File: src/rtl/stream_fifo.sv
// stream_fifo: parametrised synchronous FIFO with valid/ready handshakes on
// both sides. It offers an optional registered output slot, a synchronous
// flush, almost-full/almost-empty flags, an occupancy count, and a sticky flag
// for write-side handshake violations.
//
// Handshake semantics (both sides): a transfer happens on a rising clk edge
// where valid && ready. A producer that raises valid must hold valid and data
// stable until the transfer happens. Ready never depends combinationally on
// valid on the same side.
//
// Ports:
//   clk          in   rising-edge clock
//   clr          in   asynchronous active-high reset
//   flush        in   synchronous clear of all contents
//   s_valid      in   write-side data valid
//   s_ready      out  FIFO can accept data (from registered level only)
//   s_data       in   write data
//   m_valid      out  read-side data valid
//   m_ready      in   consumer accepts data
//   m_data       out  head-of-queue data
//   level        out  entries held (RAM plus output slot when occupied)
//   almost_full  out  level >= AF_THRESH
//   almost_empty out  level <= AE_THRESH
//   proto_err    out  sticky: s_valid dropped or s_data changed while stalled
module stream_fifo #(
  parameter int DATA_WIDTH = 32,
  parameter int DEPTH      = 4,
  parameter int OUT_REG    = 0,
  parameter int AF_THRESH  = DEPTH - 1,
  parameter int AE_THRESH  = 1
) (
  input  logic                          clk,
  input  logic                          clr,
  input  logic                          flush,
  input  logic                          s_valid,
  output logic                          s_ready,
  input  logic [DATA_WIDTH-1:0]         s_data,
  output logic                          m_valid,
  input  logic                          m_ready,
  output logic [DATA_WIDTH-1:0]         m_data,
  output logic [$clog2(DEPTH+2)-1:0]    level,
  output logic                          almost_full,
  output logic                          almost_empty,
  output logic                          proto_err
);

  localparam int PW  = $clog2(DEPTH);
  localparam int LW  = $clog2(DEPTH + 2);
  localparam int CAP = DEPTH + OUT_REG;
  localparam logic [LW-1:0] CAP_L = LW'(CAP);
  localparam logic [LW-1:0] AF_L  = LW'(AF_THRESH);
  localparam logic [LW-1:0] AE_L  = LW'(AE_THRESH);

  logic [DATA_WIDTH-1:0] mem [DEPTH];
  logic [PW-1:0]         wr_ptr;
  logic [PW-1:0]         rd_ptr;
  logic [LW-1:0]         ram_count;
  logic                  ram_empty;
  logic                  ram_pop;
  logic                  push;
  logic                  pop;
  logic [DATA_WIDTH-1:0] ram_head;

  assign ram_head  = mem[rd_ptr];
  assign ram_empty = (ram_count == '0);

  // Registered level only: a pop in the same cycle never frees room for a push.
  assign s_ready = !clr && !flush && (level < CAP_L);
  assign push    = s_valid && s_ready;
  assign pop     = m_valid && m_ready;

  if (OUT_REG != 0) begin : g_out_reg
    logic                  slot_valid;
    logic [DATA_WIDTH-1:0] slot_data;
    logic                  slot_load;

    // Refill the slot on the same edge it is popped, so back-to-back pops
    // keep one word per cycle.
    assign slot_load = (!slot_valid || pop) && !ram_empty;
    assign ram_pop   = slot_load;
    assign level     = ram_count + LW'(slot_valid);
    assign m_valid   = slot_valid && !flush;
    assign m_data    = slot_data;

    always_ff @(posedge clk or posedge clr) begin
      if (clr) begin
        slot_valid <= 1'b0;
        slot_data  <= '0;
      end else if (flush) begin
        slot_valid <= 1'b0;
        slot_data  <= '0;
      end else if (slot_load) begin
        slot_valid <= 1'b1;
        slot_data  <= ram_head;
      end else if (pop) begin
        // slot_data keeps the last word while m_valid is low
        slot_valid <= 1'b0;
      end
    end
  end else begin : g_direct
    assign ram_pop = pop;
    assign level   = ram_count;
    assign m_valid = !ram_empty && !flush;
    assign m_data  = ram_head;
  end

  // Storage and pointers. The array is cleared on clr so that the unregistered
  // head reads zero out of reset. DEPTH is a power of two, so the pointers
  // wrap naturally.
  always_ff @(posedge clk or posedge clr) begin
    if (clr) begin
      wr_ptr    <= '0;
      rd_ptr    <= '0;
      ram_count <= '0;
      for (int i = 0; i < DEPTH; i++) mem[i] <= '0;
    end else if (flush) begin
      wr_ptr    <= '0;
      rd_ptr    <= '0;
      ram_count <= '0;
    end else begin
      if (push) begin
        mem[wr_ptr] <= s_data;
        wr_ptr      <= wr_ptr + PW'(1);
      end
      if (ram_pop) rd_ptr <= rd_ptr + PW'(1);
      if (push && !ram_pop)      ram_count <= ram_count + LW'(1);
      else if (!push && ram_pop) ram_count <= ram_count - LW'(1);
    end
  end

  assign almost_full  = (level >= AF_L);
  assign almost_empty = (level <= AE_L);

  // Protocol watch. stall_q remembers a cycle where the producer offered data
  // that was not taken. The next cycle must keep s_valid high with the same
  // data. Flush cycles neither start nor judge a stall.
  logic                  stall_q;
  logic [DATA_WIDTH-1:0] stall_data_q;

  always_ff @(posedge clk or posedge clr) begin
    if (clr) begin
      stall_q      <= 1'b0;
      stall_data_q <= '0;
      proto_err    <= 1'b0;
    end else begin
      stall_q      <= s_valid && !s_ready && !flush;
      stall_data_q <= s_data;
      if (stall_q && !flush && (!s_valid || (s_data != stall_data_q)))
        proto_err <= 1'b1;
    end
  end

endmodule

File: config.mk
export PLATFORM = sky130hd
export DESIGN_NAME = stream_fifo
export DESIGN_NICKNAME = d
export VERILOG_FILES = /design/src/rtl/stream_fifo.sv
export SDC_FILE = /design/constraint.sdc
export NUM_CORES = 1
export LEC_CHECK = 0
export BUFFER_PORTS_ARGS = -buffer_cell sky130_fd_sc_hd__buf_2
export CORE_UTILIZATION = 40
export DETAILED_ROUTE_END_ITERATION = 12
export GPL_ROUTABILITY_DRIVEN = 0
export GPL_TIMING_DRIVEN = 0
export PLACE_DENSITY_LB_ADDON = 0.25
export SLEW_MARGIN = 20
export SYNTH_ARGS = -nofsm -noshare
export SYNTH_HDL_FRONTEND = slang
export SYNTH_SLANG_ARGS = --single-unit
export TNS_END_PERCENT = 1
File: constraint.sdc
create_clock -name clk -period 12.79 [get_ports clk]
set_input_delay 1.279 -clock clk [delete_from_list [all_inputs] [get_ports clk]]
set_output_delay 1.279 -clock clk [all_outputs]
set_load 0.05 [all_outputs]
==> impl_metrics.csv, run 1 <==
group,metric,value,unit
critical_path,critPathMaxStageDelay,0.60,ns
yosys,synthCells,448,
routing,drt_iter0_drc,161,
hold_path,hold_class,"reg -> reg",
pwr,power,2.082,mW
sta,finClkSkew,0.009387,ns
yosys,avgSynthCellArea,16.36,µm²
clock_tree,cts_resized,0,
floorplanning,start_util,0.4080,
pwr,clkPwrFrac,0.285,
sta,period_share,0.2918,
global_route,grt.total_usage,0.1692,
clock_tree,cts_buffer_depth,2,
clock_tree,cts_tree,"built",
floorplanning,core-area,17960,µm²
critical_path,arrival,2.45,ns
placement,place_area,8031,µm²
yosys,synth_seq_area_share,0.5770,
pwr,powerDensity,238.6,nW/µm²
critical_path,cpLargestDelayFamily,"buffers and inverters",
sta,setup_viol,0,
yosys,yosysWarnings,0,
placement,dp_hpwl,9.957,mm
status,status,"complete, no violations",
floorplanning,die_h,137.4,µm
critical_path,start_kind,"register",
floorplanning,die_area,18870,µm²
pwr,p_switching,0.7641,mW
cells_and_area,antennaDiodeCount,0,
floorplanning,placementRows,49,
yosys,ys_ff_latch,169,
pwr,intPower,1.318,mW
routing,vias,4039,
clock_tree,holdBufCountCts,0,
global_route,grt_pass1_vias,4204,
critical_path,slowest_stage,"mux4_2",
floorplanning,io_pins,77,
sta,worst_pin_slew,0.8445,ns
pwr,ir_drop,0.1575,mV
global_route,grt_max_degree,90,
cells_and_area,nNetsFinal,589,
sta,post-route-min-period,3.732,ns
clock_tree,cts_root_buf,"clkbuf_16",
routing,drt-vias-per-instance,5.139,
floorplanning,dieWidth,137.4,µm
pwr,seqPwrFrac,0.341,
critical_path,worstSetupPathType,"reg -> out",
critical_path,endpoint_kind,"primary output",
clock_tree,clock-sinks,169,
sta,hold_viol,0,
routing,wl_per_cell,18.60,µm
critical_path,cp_cell_sequence,"clkbuf_1, buf_2, mux4_2, buf_2",
cells_and_area,drive_gt1_frac,0.4686,
sta,rsz0062_at_grt,"no",
yosys,synth_area,7330,µm²
pwr,combinationalPowerShare,0.374,
sta,drv_slew,0,
pwr,p_leak,4.064,nW
clock_tree,clkLatencyLatePin,0.42,ns
cells_and_area,area_growth,19.05,%
sta,timing.fmax,267.9,MHz
global_route,grt_pass1_wl,23.13,mm
routing,firstDrtPassIters,4,
sta,max_slew_margin,0.4370,
critical_path,crit_path_frequent_cell,"buf_2",
cells_and_area,stdcell_area,8726,µm²
clock_tree,htreeDepth,4,
global_route,grt_overflow,0,
routing,antenna_left,0,
cells_and_area,final_cells,786,
cells_and_area,postLayoutCoreUtil,0.4858,
routing,drcViolationCount,0,
clock_tree,post_cts_buffers,0,
clock_tree,cts.reportedPaths.clkPinSlew,0.06,ns
routing,wl,14.62,mm
critical_path,crit_buf_inv,3,
global_route,grt_antenna_before_repair,1,
critical_path,cp_max_fo,10,
job,max-cap-violations,0,
yosys,synth_cell_types,33,
sta,fin_setup_tns,0,ns
placement,port_buffers,76,
yosys,syn-num-nets,493,
pwr,swShare,0.3669,
clock_tree,cts_buffers,17,
critical_path,critPathRequiredTime,11.51,ns
placement,place_inst,754,
==> power by group through the flow <==
stage	clock network, mW	registers [mW]	logic (mW)
6_report	0.593	0.709	0.780
5_1_grt	0.626	0.725	0.827
4_1_cts	0.605	0.710	0.793
3_5_place_dp	0	0.719	0.792
3_3_place_gp	0	0.709	0.777
2_1_floorplan	0	0.712	0.624
==> layout by cell type, fill, tap and decap left out, types with 2 or more instances in the layout <==
cell	count
nand4_1	8
nor2_1	6
mux2_2	95
nand2_4	4
inv_1	6
buf_2	80
o21ai_0	3
and2_1	2
buf_6	13
a21oi_1	4
mux2_1	33
clkbuf_16	17
xnor2_1	32
nand2_1	2
a31oi_1	2
ha_1	8
bufinv_16	6
clkbuf_1	7
nand3_1	3
xor2_1	2
mux4_2	32
clkbuf_8	4
dfrtp_1	169
==> synth_stat cells <==
master	number	area, µm²
nor3_1	1	5.000
nor3b_1	1	7.510
nand2_4	4	45.04
and2_1	2	12.51
maj3_2	1	11.26
nor2_1	6	22.52
buf_2	4	20.02
dfrtp_1	169	4229
o21ai_0	3	15.01
a21oi_1	4	20.02
buf_6	13	146.4
nand2_1	2	7.510
clkbuf_1	6	22.52
mux4_2	32	720.7
or2b_1	1	7.510
inv_1	7	26.28
xnor3_1	1	22.52
ha_1	8	100.1
xnor2_1	32	280.3
nand2b_1	1	6.260
mux2_1	33	371.6
mux2_2	95	1070
or4b_1	1	10.01
nor4b_1	1	8.760
xor2_1	2	17.52
a221oi_2	1	15.01
a31oi_1	2	12.51
o21bai_1	1	7.510
nor3_2	1	10.01
buf_4	1	7.510
nor4_1	1	6.260
nand3_1	3	15.01
nand4_1	8	50.05
==> cells by family (layout without fill, tap and decap cells) <==
kind of cell,count (synthesis),in the layout,share of synthesized area
multiplexers,160,160,0.2950
buffers and inverters,31,140,0.03039
adder cells (fa/ha/maj),9,9,0.01519
AND/OR/NAND/NOR,33,33,0.02919
XOR/XNOR,35,35,0.04370
flip-flops,169,169,0.5770
AO/OA/AOI/OAI,11,11,0.009559
==> worst paths after layout <==
| kind | from | end | slack (ns) | cells after the start |
|---|---|---|---|---|
| worst max-delay path | rd_ptr[0] | m_data[12] | 9.06 | 4 |
| worst min-delay path | mem[54] | mem[54] | 0.49 | 1 |
| worst max register to register | level[1] | level[1] | 10.95 | 7 |
| worst min register to register | mem[54] | mem[54] | 0.49 | 1 |
| max in group asynchronous | clr | mem[99] | 11.06 | 3 |
| min in group asynchronous | clr | level[1] | 0.93 | 2 |
==> layout make-up <==
type,instances,area (µm²)
buffer,24,196.4
clock buffer,22,484.2
clock inverter,10,210.2
fill,1529,9238
inverter,7,33.78
multi-input combinational,248,2878
sequential,169,4229
tap,229,286.5
timing repair buffer,77,407.9
==> flip-flops by register name (all words and copies together) (netlist names) <==
signal	count
mem	128
stall_data_q	32
level	3
rd_ptr	2
wr_ptr	2
proto_err	1
stall_q	1
==> metal layers <==
metal,wire [µm],part of all wire,track usage,vias to the layer above
li1,-,-,-,1825
met1,6414,0.44,0.2205,2130
met2,7362,0.50,0.2778,68
met3,666,0.046,0.04157,14
met4,165,0.011,0.05311,2
met5,13,0.00089,0,-
==> per-stage QoR <==
step	setup WS, ns	hold WS (ns)
floorplan	6.936	0.4587
global placement	5.310	0.4678
detailed placement	9.428	0.4755
CTS	8.975	0.4897
global route	8.892	0.5065
finish	9.058	0.4866
(Power assumes the default switching activity.)
==> inputs of run 2 (changes only) <==
clock period = 3.89 ns   (was 12.79 ns; I/O delays follow)
==> run 2 against run 1 <==
  * Core utilization decreased by 0.070 points
  * Cell count increased by 0.51%
  * Setup slack got worse by 8.0 ns
  * Clock skew decreased by 0.0019 ns
  * Sequential share of layout area increased by 0.070 points
  * Design area decreased by 0.14%
  * Critical path depth unchanged
  * Power increased to 3.2 times the previous value
  * Global-route usage increased by 0.39 points
  * First-iteration DRC count increased by 11%
  * Non-clock buffer count increased by 4
  * Critical endpoint unchanged
  * Highest routed layer unchanged
==> impl_metrics.csv, run 2 (same netlist as run 1, synthesis figures left out) <==
group,metric,value,unit
routing,wl,14.81,mm
sta,finalWorstSetupSlack,1.069,ns
cells_and_area,layout_commonest_cell,"dfrtp_1",
routing,wl_per_cell,18.75,µm
routing,drt-vias-per-instance,5.135,
sta,rsz0062_at_grt,"no",
job,max-cap-violations,0,
critical_path,cp_max_fo,10,
status,status,"complete, no violations",
cells_and_area,regArea,4229,µm²
sta,worst_pin_slew,0.7732,ns
pwr,p_leak,4.045,nW
cells_and_area,largest_register_ffs,128,
clock_tree,holdBufCountCts,0,
cells_and_area,nFillCells,1568,
routing,wl_met3,489,µm
clock_tree,cts_tree,"built",
routing,vias,4057,
cells_and_area,area_growth,18.88,%
critical_path,slowest_stage,"mux4_2",
routing,antenna_left,0,
clock_tree,clock-sinks,169,
clock_tree,clkLatencyLatePin,0.43,ns
floorplanning,io_pins,77,
critical_path,start_kind,"register",
cells_and_area,nNetsFinal,593,
sta,post-route-min-period,2.821,ns
clock_tree,htreeDepth,4,
placement,pre_cts_slack,1.434,ns
critical_path,critPathRequiredTime,3.50,ns
pwr,power,6.608,mW
critical_path,endpoint_kind,"primary output",
cells_and_area,multi_input_area,2878,µm²
routing,firstDrtPassIters,4,
pwr,powerDensity,758.4,nW/µm²
sta,fin_setup_tns,0,ns
pwr,ir_drop,0.4002,mV
critical_path,critPathMaxStageDelay,0.60,ns
sta,hold_viol,0,
global_route,grt_max_degree,36,
floorplanning,core-area,17960,µm²
cells_and_area,top_register,"mem",
floorplanning,start_util,0.4080,
global_route,grt_pass1_vias,4331,
cells_and_area,antennaDiodeCount,0,
routing,drcViolationCount,0,
routing,met2_length,7.275,mm
floorplanning,dieWidth,137.4,µm
routing,drt_iter0_drc,179,
clock_tree,cts_root_buf,"clkbuf_16",
global_route,grt_pass1_wl,23.70,mm
critical_path,worstSetupPathType,"reg -> out",
critical_path,cp_cell_sequence,"clkbuf_1, buf_2, mux4_2, buf_2",
sta,finClkSkew,0.007490,ns
cells_and_area,mostFrequentLayoutCells,"169 x dfrtp_1, 95 x mux2_2, 80 x buf_2",
clock_tree,cts_buffers,17,
critical_path,crit_path_frequent_cell,"buf_2",
clock_tree,cts.reportedPaths.clkPinSlew,0.07,ns
critical_path,arrival,2.43,ns
clock_tree,cts_resized,0,
global_route,grt.total_usage,0.1731,
sta,period_share,0.7253,
routing,routed.top_layer,"met5",
cells_and_area,top_regs,"mem (128), stall_data_q (32), level (3)",
floorplanning,placementRows,49,
hold_path,hold_class,"in -> async",
global_route,grt_antenna_before_repair,1,
floorplanning,die_h,137.4,µm
cells_and_area,drive_gt1_frac,0.4742,
clock_tree,post_cts_buffers,0,
global_route,grt_overflow,0,
sta,setup_viol,0,
routing,drt-met1-wl,6.803,mm
sta,max_slew_margin,0.4845,
placement,port_buffers,76,
floorplanning,die_area,18870,µm²
sta,drv_slew,0,
clock_tree,cts_buffer_depth,2,
sta,timing.fmax,354.4,MHz
placement,dp_hpwl,10.21,mm
==> run 2: changes by cell type in the layout (fill, tap and decap cells not counted), sizes merged <==
cell,change
buf,+4
bufinv,-4
clkbuf,-2
clkinvlp,+4
inv,+2
==> run 2: per-layer routing <==
layer / vias to the layer above / GRT usage
met2: 64 / 0.2750
met3: 20 / 0.04047
li1: 1830 / -
met4: 2 / 0.06410
met5: - / 0
met1: 2141 / 0.2307
==> run 2: final timing paths <==
check / endpoint / from / slack (ns) / depth (start not counted)
worst min register to register: mem[28] / mem[28] / 0.49 / 1
worst max-delay path: m_data[12] / rd_ptr[0] / 1.07 / 4
min in group clk: stall_data_q[16] / s_data[16] / 0.14 / 1
worst min-delay path: mem[24] / clr / 0.04 / 2
max in group asynchronous: mem[42] / clr / 3.04 / 4
worst max register to register: level[1] / level[1] / 2.06 / 7
==> run 2: metrics by stage <==
step	utilization	cell area [µm²]	std cells	hold WS (ns)
after floorplan	-	7333	448	0.4204
after global placement	0.4454	8000	753	0.4680
after detailed placement	0.4513	8108	758	0.4785
after CTS	0.4851	8713	790	0.04687
after global routing	0.4851	8713	790	0.06522
final	0.4851	8713	790	0.03988
==> run 2: layout make-up <==
cell class                 instances  share of cell area
inverter                           7            0.003446
clock buffer                      20             0.05356
tap                              229             0.03288
multi-input combinational        248              0.3303
timing repair buffer              81             0.05600
buffer                            24             0.02254
sequential                       169              0.4854
clock inverter                    12             0.01594
==> run 2: critical path: cells and delay by family, from the launching register on <==
kind	cells	cell delay (ns)
multiplexers	1	0.60
buffers and inverters	3	1.08
flip-flops	1	0.33
==> run 2: power by group <==
part | total [mW] | switching [mW] | internal, mW
Combinational | 2.57 | 1.64 | 0.926
Clock | 1.71 | 0.702 | 1.00
Sequential | 2.33 | 0.192 | 2.14
Total | 6.61 | 2.54 | 4.07
